[src/rtl/dlsc_pcie_s6_pkg.sv]
// Shared definitions for the Spartan-6 PCIe request/response path.
// Used by the command splitter and the response merger.
// Contents:
//   - max_size encodings (PCIe Max_Payload/Read_Request_Size field values)
//   - AXI-style response codes
//   - controller state type for the response merger
//   - max_len_dw(): effective split length in DW for a max_size setting
//   - len_mask(): mask used to find the offset within a max_len block
package dlsc_pcie_s6_pkg;

    localparam logic [2:0] MPS_128  = 3'b000;
    localparam logic [2:0] MPS_256  = 3'b001;
    localparam logic [2:0] MPS_512  = 3'b010;
    localparam logic [2:0] MPS_1024 = 3'b011;
    localparam logic [2:0] MPS_2048 = 3'b100;
    localparam logic [2:0] MPS_4096 = 3'b101;

    typedef enum logic [1:0] {
        RESP_OKAY   = 2'd0,
        RESP_EXOKAY = 2'd1,
        RESP_SLVERR = 2'd2,
        RESP_DECERR = 2'd3
    } resp_t;

    typedef enum logic {
        ST_IDLE  = 1'b0,
        ST_ACCUM = 1'b1
    } state_t;

    // Effective maximum split length in DW (1..1024). The build-time byte
    // limit is capped at 1024 DW; reserved encodings fall back to 128 bytes.
    function automatic logic [10:0] max_len_dw(input logic [2:0] max_size,
                                               input int         max_bytes);
        logic [10:0] cap;
        logic [10:0] enc;
        if ((max_bytes / 4) >= 1024) begin
            cap = 11'd1024;
        end else begin
            cap = 11'(max_bytes / 4);
        end
        case (max_size)
            MPS_128:  enc = 11'd32;
            MPS_256:  enc = 11'd64;
            MPS_512:  enc = 11'd128;
            MPS_1024: enc = 11'd256;
            MPS_2048: enc = 11'd512;
            MPS_4096: enc = 11'd1024;
            default:  enc = 11'd32;
        endcase
        return (enc < cap) ? enc : cap;
    endfunction

    function automatic logic [9:0] len_mask(input logic [10:0] max_len);
        logic [10:0] m;
        m = max_len - 11'd1;
        return m[9:0];
    endfunction

endpackage

[src/rtl/dlsc_pcie_s6_respmerge_cmdq.sv]
// Command queue for the response merger: a plain synchronous FIFO.
// Ports:
//   i_push / i_push_data : write side, ignored while o_full
//   i_pop  / o_pop_data  : read side, o_pop_data shows the head entry, pop ignored while o_empty
//   o_full / o_empty     : occupancy flags
// Push and pop in the same cycle both take effect and leave the count unchanged.
module dlsc_pcie_s6_respmerge_cmdq #(
    parameter int DEPTH = 16,
    parameter int WIDTH = 8
) (
    input  logic             clk,
    input  logic             rst_n,
    input  logic             i_push,
    input  logic [WIDTH-1:0] i_push_data,
    input  logic             i_pop,
    output logic [WIDTH-1:0] o_pop_data,
    output logic             o_full,
    output logic             o_empty
);

    localparam int AW = (DEPTH > 1) ? $clog2(DEPTH) : 1;

    logic [WIDTH-1:0] r_mem [DEPTH];
    logic [AW-1:0]    r_wr_ptr;
    logic [AW-1:0]    r_rd_ptr;
    logic [AW:0]      r_count;
    logic             w_push;
    logic             w_pop;

    assign o_full     = (r_count == (AW+1)'(DEPTH));
    assign o_empty    = (r_count == '0);
    assign w_push     = i_push && !o_full;
    assign w_pop      = i_pop && !o_empty;
    assign o_pop_data = r_mem[r_rd_ptr];

    // Storage needs no reset; only the pointers define validity.
    always_ff @(posedge clk) begin
        if (w_push) begin
            r_mem[r_wr_ptr] <= i_push_data;
        end
    end

    always_ff @(posedge clk or negedge rst_n) begin
        if (!rst_n) begin
            r_wr_ptr <= '0;
            r_rd_ptr <= '0;
            r_count  <= '0;
        end else begin
            if (w_push) begin
                r_wr_ptr <= r_wr_ptr + AW'(1);
            end
            if (w_pop) begin
                r_rd_ptr <= r_rd_ptr + AW'(1);
            end
            if (w_push && !w_pop) begin
                r_count <= r_count + (AW+1)'(1);
            end else if (w_pop && !w_push) begin
                r_count <= r_count - (AW+1)'(1);
            end
        end
    end

endmodule

[src/rtl/dlsc_pcie_s6_respmerge.sv]
// Response merger: collapses the per-split responses of one original
// (unsplit) command back into a single response.
// Ports:
//   cmd_*     : original command (addr bits [11:2], length in DW, metadata)
//   max_size  : current max split size encoding, same value the splitter uses
//   in_*      : one response per split produced by the splitter
//   out_*     : one merged response per original command, with its metadata
//
// state    | meaning
// ---------+-----------------------------------------------------------
// ST_IDLE  | no command active; pops the queue head when available
// ST_ACCUM | counting split responses for the active command
module dlsc_pcie_s6_respmerge
    import dlsc_pcie_s6_pkg::*;
#(
    parameter int CMD_DEPTH = 16,
    parameter int MAX_SIZE  = 128,
    parameter int ALIGN     = 0,
    parameter int META      = 1
) (
    input  logic            clk,
    input  logic            rst_n,
    output logic            cmd_ready,
    input  logic            cmd_valid,
    input  logic [9:0]      cmd_addr,
    input  logic [9:0]      cmd_len,
    input  logic [META-1:0] cmd_meta,
    input  logic [2:0]      max_size,
    output logic            in_ready,
    input  logic            in_valid,
    input  logic [1:0]      in_resp,
    input  logic            out_ready,
    output logic            out_valid,
    output logic [1:0]      out_resp,
    output logic [META-1:0] out_meta
);

    localparam int QW = META + 20;

    state_t          r_state;
    logic [10:0]     r_max_len;
    logic [9:0]      r_rem_len;
    logic [10:0]     r_inc;
    logic [1:0]      r_err;
    logic [META-1:0] r_meta;
    logic            r_out_valid;
    logic [1:0]      r_out_resp;
    logic [META-1:0] r_out_meta;

    logic [QW-1:0]   w_q_data;
    logic [META-1:0] w_q_meta;
    logic [9:0]      w_q_addr;
    logic [9:0]      w_q_len;
    logic            w_full;
    logic            w_empty;
    logic            w_pop;
    logic            w_accept;
    logic            w_last;
    logic [10:0]     w_first_inc;
    logic [1:0]      w_err_next;

    dlsc_pcie_s6_respmerge_cmdq #(
        .DEPTH (CMD_DEPTH),
        .WIDTH (QW)
    ) u_cmdq (
        .clk         (clk),
        .rst_n       (rst_n),
        .i_push      (cmd_valid),
        .i_push_data ({cmd_meta, cmd_addr, cmd_len}),
        .i_pop       (w_pop),
        .o_pop_data  (w_q_data),
        .o_full      (w_full),
        .o_empty     (w_empty)
    );

    assign w_q_meta  = w_q_data[QW-1:20];
    assign w_q_addr  = w_q_data[19:10];
    assign w_q_len   = w_q_data[9:0];

    assign cmd_ready = !w_full;
    assign in_ready  = (r_state == ST_ACCUM) && !r_out_valid;
    assign out_valid = r_out_valid;
    assign out_resp  = r_out_resp;
    assign out_meta  = r_out_meta;

    assign w_pop     = (r_state == ST_IDLE) && !w_empty;
    assign w_accept  = in_valid && in_ready;

    // With alignment the first split only runs up to the next max_len boundary.
    assign w_first_inc = (ALIGN != 0)
                       ? (r_max_len - {1'b0, (w_q_addr & len_mask(r_max_len))})
                       : r_max_len;

    // A 1024-DW split covers any command in one go. rem_len==0 encodes 1024 DW,
    // which is never satisfied by a single smaller split.
    assign w_last = (r_max_len == 11'd1024) ||
                    ((r_rem_len != 10'd0) && ({1'b0, r_rem_len} <= r_inc));

    // Sticky first error: once SLVERR/DECERR is held (bit 1 set) it wins.
    assign w_err_next = r_err[1]   ? r_err   :
                        in_resp[1] ? in_resp : RESP_OKAY;

    always_ff @(posedge clk or negedge rst_n) begin
        if (!rst_n) begin
            r_max_len <= 11'd32;
        end else begin
            r_max_len <= max_len_dw(max_size, MAX_SIZE);
        end
    end

    always_ff @(posedge clk or negedge rst_n) begin
        if (!rst_n) begin
            r_state     <= ST_IDLE;
            r_rem_len   <= '0;
            r_inc       <= '0;
            r_err       <= RESP_OKAY;
            r_meta      <= '0;
            r_out_valid <= 1'b0;
            r_out_resp  <= RESP_OKAY;
            r_out_meta  <= '0;
        end else begin
            if (r_out_valid && out_ready) begin
                r_out_valid <= 1'b0;
            end
            unique case (r_state)
                ST_IDLE: begin
                    if (!w_empty) begin
                        r_state   <= ST_ACCUM;
                        r_rem_len <= w_q_len;
                        r_inc     <= w_first_inc;
                        r_meta    <= w_q_meta;
                        r_err     <= RESP_OKAY;
                    end
                end
                ST_ACCUM: begin
                    if (w_accept) begin
                        if (w_last) begin
                            r_out_valid <= 1'b1;
                            r_out_resp  <= w_err_next;
                            r_out_meta  <= r_meta;
                            r_state     <= ST_IDLE;
                        end else begin
                            r_rem_len <= r_rem_len - r_inc[9:0];
                            r_inc     <= r_max_len;
                            r_err     <= w_err_next;
                        end
                    end
                end
                default: r_state <= ST_IDLE;
            endcase
        end
    end

endmodule
[config.mk]
export PLATFORM = sky130hd
export DESIGN_NAME = dlsc_pcie_s6_respmerge
export DESIGN_NICKNAME = d
export VERILOG_FILES = /design/src/rtl/dlsc_pcie_s6_pkg.sv /design/src/rtl/dlsc_pcie_s6_respmerge_cmdq.sv /design/src/rtl/dlsc_pcie_s6_respmerge.sv
export SDC_FILE = /design/constraint.sdc
export NUM_CORES = 1
export LEC_CHECK = 0
export BUFFER_PORTS_ARGS = -buffer_cell sky130_fd_sc_hd__clkbuf_2
export CORE_ASPECT_RATIO = 0.9
export CORE_MARGIN = 10
export CORE_UTILIZATION = 55
export DETAILED_ROUTE_END_ITERATION = 16
export GPL_ROUTABILITY_DRIVEN = 0
export HOLD_SLACK_MARGIN = 0.06
export PLACE_DENSITY = 0.74
export SLEW_MARGIN = 20
export SYNTH_ARGS = -nofsm -noshare
export SYNTH_HDL_FRONTEND = slang
export SYNTH_HIERARCHICAL = 1
export SYNTH_SLANG_ARGS = --single-unit
[constraint.sdc]
create_clock -name clk -period 3.1 [get_ports clk]
set_input_delay 0.155 -clock clk [delete_from_list [all_inputs] [get_ports clk]]
set_output_delay 0.155 -clock clk [all_outputs]
set_load 0.01 [all_outputs]
==> summary.md <==
| Metric | Value |
|---|---|
| Row cnt | 44 |
| Core Box Area | 16200 µm² |
| Vias in the first global route | 4843 |
| Initial Util | 0.566 |
| Final worst setup slack | 0.222 ns |
| Final setup vio count | 0 |
| Critical Path Fanout Max | 5 |
| Root buf cell | clkbuf_16 |
| Hold depth | 5 |
| Initial antenna violation count | 0 |
| Drt pass-1 iters | 4 |
| Worst-path clk slew | 0.06 ns |
| Worst setup EP type | register |
| Post-DR wirelength/cell | 21.1 µm |
| First-iteration detailed-routing DRC count | 400 |
| Synth Area per Inst | 17.1 µm² |
| Final period utilization | 0.929 |
| IO buf count | 23 |
| CP Class | reg2reg |
| Crit-path slowest cell | or4_4 |
| Width of the chip | 156 µm |
| Vias | 4662 |
| Chip height | 143 µm |
| Final Util | 0.628 |
| Total clock sinks | 219 |
| Worst skew pair latency | 0.50 ns |
| Synth Warn # | 6 |
| FF+latch area | 6370 µm² |
| CTS Buffer Depth | 3 |
| Final count of pins violating max slew | 0 |
| Fillcell total | 1088 |
| Setup crit start kind | register |
| Worst R2R Path Depth | 12 |
| CTS buffer count | 22 |
| Leakage power | 3.71 nW |
| Arrival time worst endpoint | 3.29 ns |
| CTS tree | done |
| Fmax achieved | 0.347 GHz |
| Max-cap violations | 0 |
| # IOs | 37 |
| Rel. slew slack | 0.252 |
| Clk_skew | 0.0156 ns |
| Final ANT Viol Nets | 0 |
| CP max stage delay | 0.54 ns |
| Hold/Removal Path Class | in2reg |
| Area delta synth->final | 11.0% |
| Gate Count Post-Synth | 537 |
| # nets final | 622 |
| Minimum clock period after layout | 2.88 ns |
| Unrepaired setup endpoints after global routing | no |
| Post-CTS Setup Bufs | 0 |
| Hold Path Origin | in_resp[0] |
| CP required | 3.51 ns |
| Fin Setup TNS | 0 ns |
| Status | complete, no violations |
| R2r startpoint | u_cmdq/r_count[1]$_DFFE_PN0P_ |
| Hold_ws | 0.0834 ns |
| Synth Cell Area | 9190 µm² |
| Maximum VDD drop | 0.000656 V |
| Total grt overflow | 0 |
| WL final | 16.8 mm |
| Crit-path cells | or4_4, nor2_2, nor2_1, o21a_1, inv_2, ha_1, inv_1, fa_1, a21o_1, a21oi_2, mux2i_1, xnor2_1 |
| DP HPWL | 11.4 mm |
| Final hold vios | 0 |
| Pin count of the biggest net entering global routing | 44 |
| Die area | 22300 µm² |
| Post-route DRC | 0 |
| R2r setup slk | 0.22 ns |
| # diodes | 0 |
| Reg-to-reg critical path endpoint | u_cmdq/r_count[4]$_DFFE_PN0P_ |
| Multi-input gate area | 2510 µm² |
| Hold EP | r_err[0]$_DFFE_PN0P_ |
| P per Cell Area | 977 nW/µm² |
| GRT Total Usage | 0.154 |
| Drt via density | 5.84 |
| Worst Max-Slew Pin Slew | 1.12 ns |
| Pre-CTS WS | 0.174 ns |
| H-tree depth | 1 |
| Global-route wire length before repair | 26.9 mm |
| Share of cells above drive strength 1 | 0.240 |
==> flip-flops by register name, summed over array words and instances, names as in the netlist <==
name             flops
out_meta             1
out_resp             2
out_valid            1
r_err                2
r_inc                6
r_max_len            6
r_meta               1
r_rem_len           10
r_state              1
u_cmdq/r_count       5
u_cmdq/r_mem       176
u_cmdq/r_rd_ptr      4
u_cmdq/r_wr_ptr      4
==> final cells by class <==
| type | instances | area share |
|---|---|---|
| Clock buffer | 27 | 0.0558 |
| Clock inverter | 13 | 0.0119 |
| Inverter | 17 | 0.00625 |
| Multi-Input combinational cell | 268 | 0.246 |
| Sequential cell | 219 | 0.624 |
| Tap cell | 207 | 0.0254 |
| Timing Repair Buffer | 47 | 0.0309 |
==> routing by layer <==
metal,GRT usage,part of all wire,up-vias
met5,0,0,-
met4,0.0432,0.017,0
li1,-,-,2134
met3,0.0252,0.047,22
met1,0.214,0.45,2386
met2,0.246,0.49,120
==> where the power goes <==
group	internal [mW]	switching, mW	leakage, nW
Sequential	3.68	0.347	2.10
Combinational	1.57	1.87	1.29
Clock	1.47	1.02	0.333
==> worst max path at each step <==
stage | startpoint | end | cells past startpoint
2_1_floorplan | u_cmdq/r_count[0]$_DFFE_PN0P_ | u_cmdq/r_count[4]$_DFFE_PN0P_ | 12
3_3_place_gp | u_cmdq/r_count[1]$_DFFE_PN0P_ | u_cmdq/r_count[4]$_DFFE_PN0P_ | 12
3_5_place_dp | u_cmdq/r_count[1]$_DFFE_PN0P_ | u_cmdq/r_count[4]$_DFFE_PN0P_ | 12
4_1_cts | u_cmdq/r_count[1]$_DFFE_PN0P_ | u_cmdq/r_count[4]$_DFFE_PN0P_ | 12
5_1_grt | u_cmdq/r_count[1]$_DFFE_PN0P_ | u_cmdq/r_count[4]$_DFFE_PN0P_ | 12
6_report | u_cmdq/r_count[1]$_DFFE_PN0P_ | u_cmdq/r_count[4]$_DFFE_PN0P_ | 12
==> timing repair <==
| item | CTS | global route |
|---|---|---|
| hold buffers | 3 | 0 |
| resized for setup | 0 | 4 |
| setup endpoints to repair | 0 | 1 |
| endpoints found under the hold margin | 45 | 0 |
==> critical path: cells and delay by family (launching register included) <==
family / cells / cell delay, ns
buffers and inverters: 2 / 0.21
AOI/OAI and AO/OA: 3 / 0.52
and+or+nand+nor: 3 / 0.70
adders and majority gates: 2 / 0.58
xor gates and xnor gates: 1 / 0.14
muxes: 1 / 0.22
DFF: 1 / 0.44
==> through the flow <==
stage | power (mW) | area, µm² | instances
floorplan | 6.72 | 9210 | 541
global placement | 7.31 | 9460 | 755
detailed placement | 7.46 | 9460 | 755
CTS | 9.99 | 10200 | 798
global route | 10.5 | 10200 | 798
finish | 9.97 | 10200 | 798
==> layout by cell type, fill, tap and decap left out, types with 12 or more instances in the layout <==
master	count
mux2i_1	48
mux2_2	12
ha_1	14
buf_4	20
a221oi_1	14
clkbuf_16	22
clkbuf_2	22
nor2_1	15
edfxtp_1	176
mux4_2	22
nand2_1	28
inv_1	16
o21ai_0	12
dfrtp_1	40
Power figures use the tool's default switching activity.
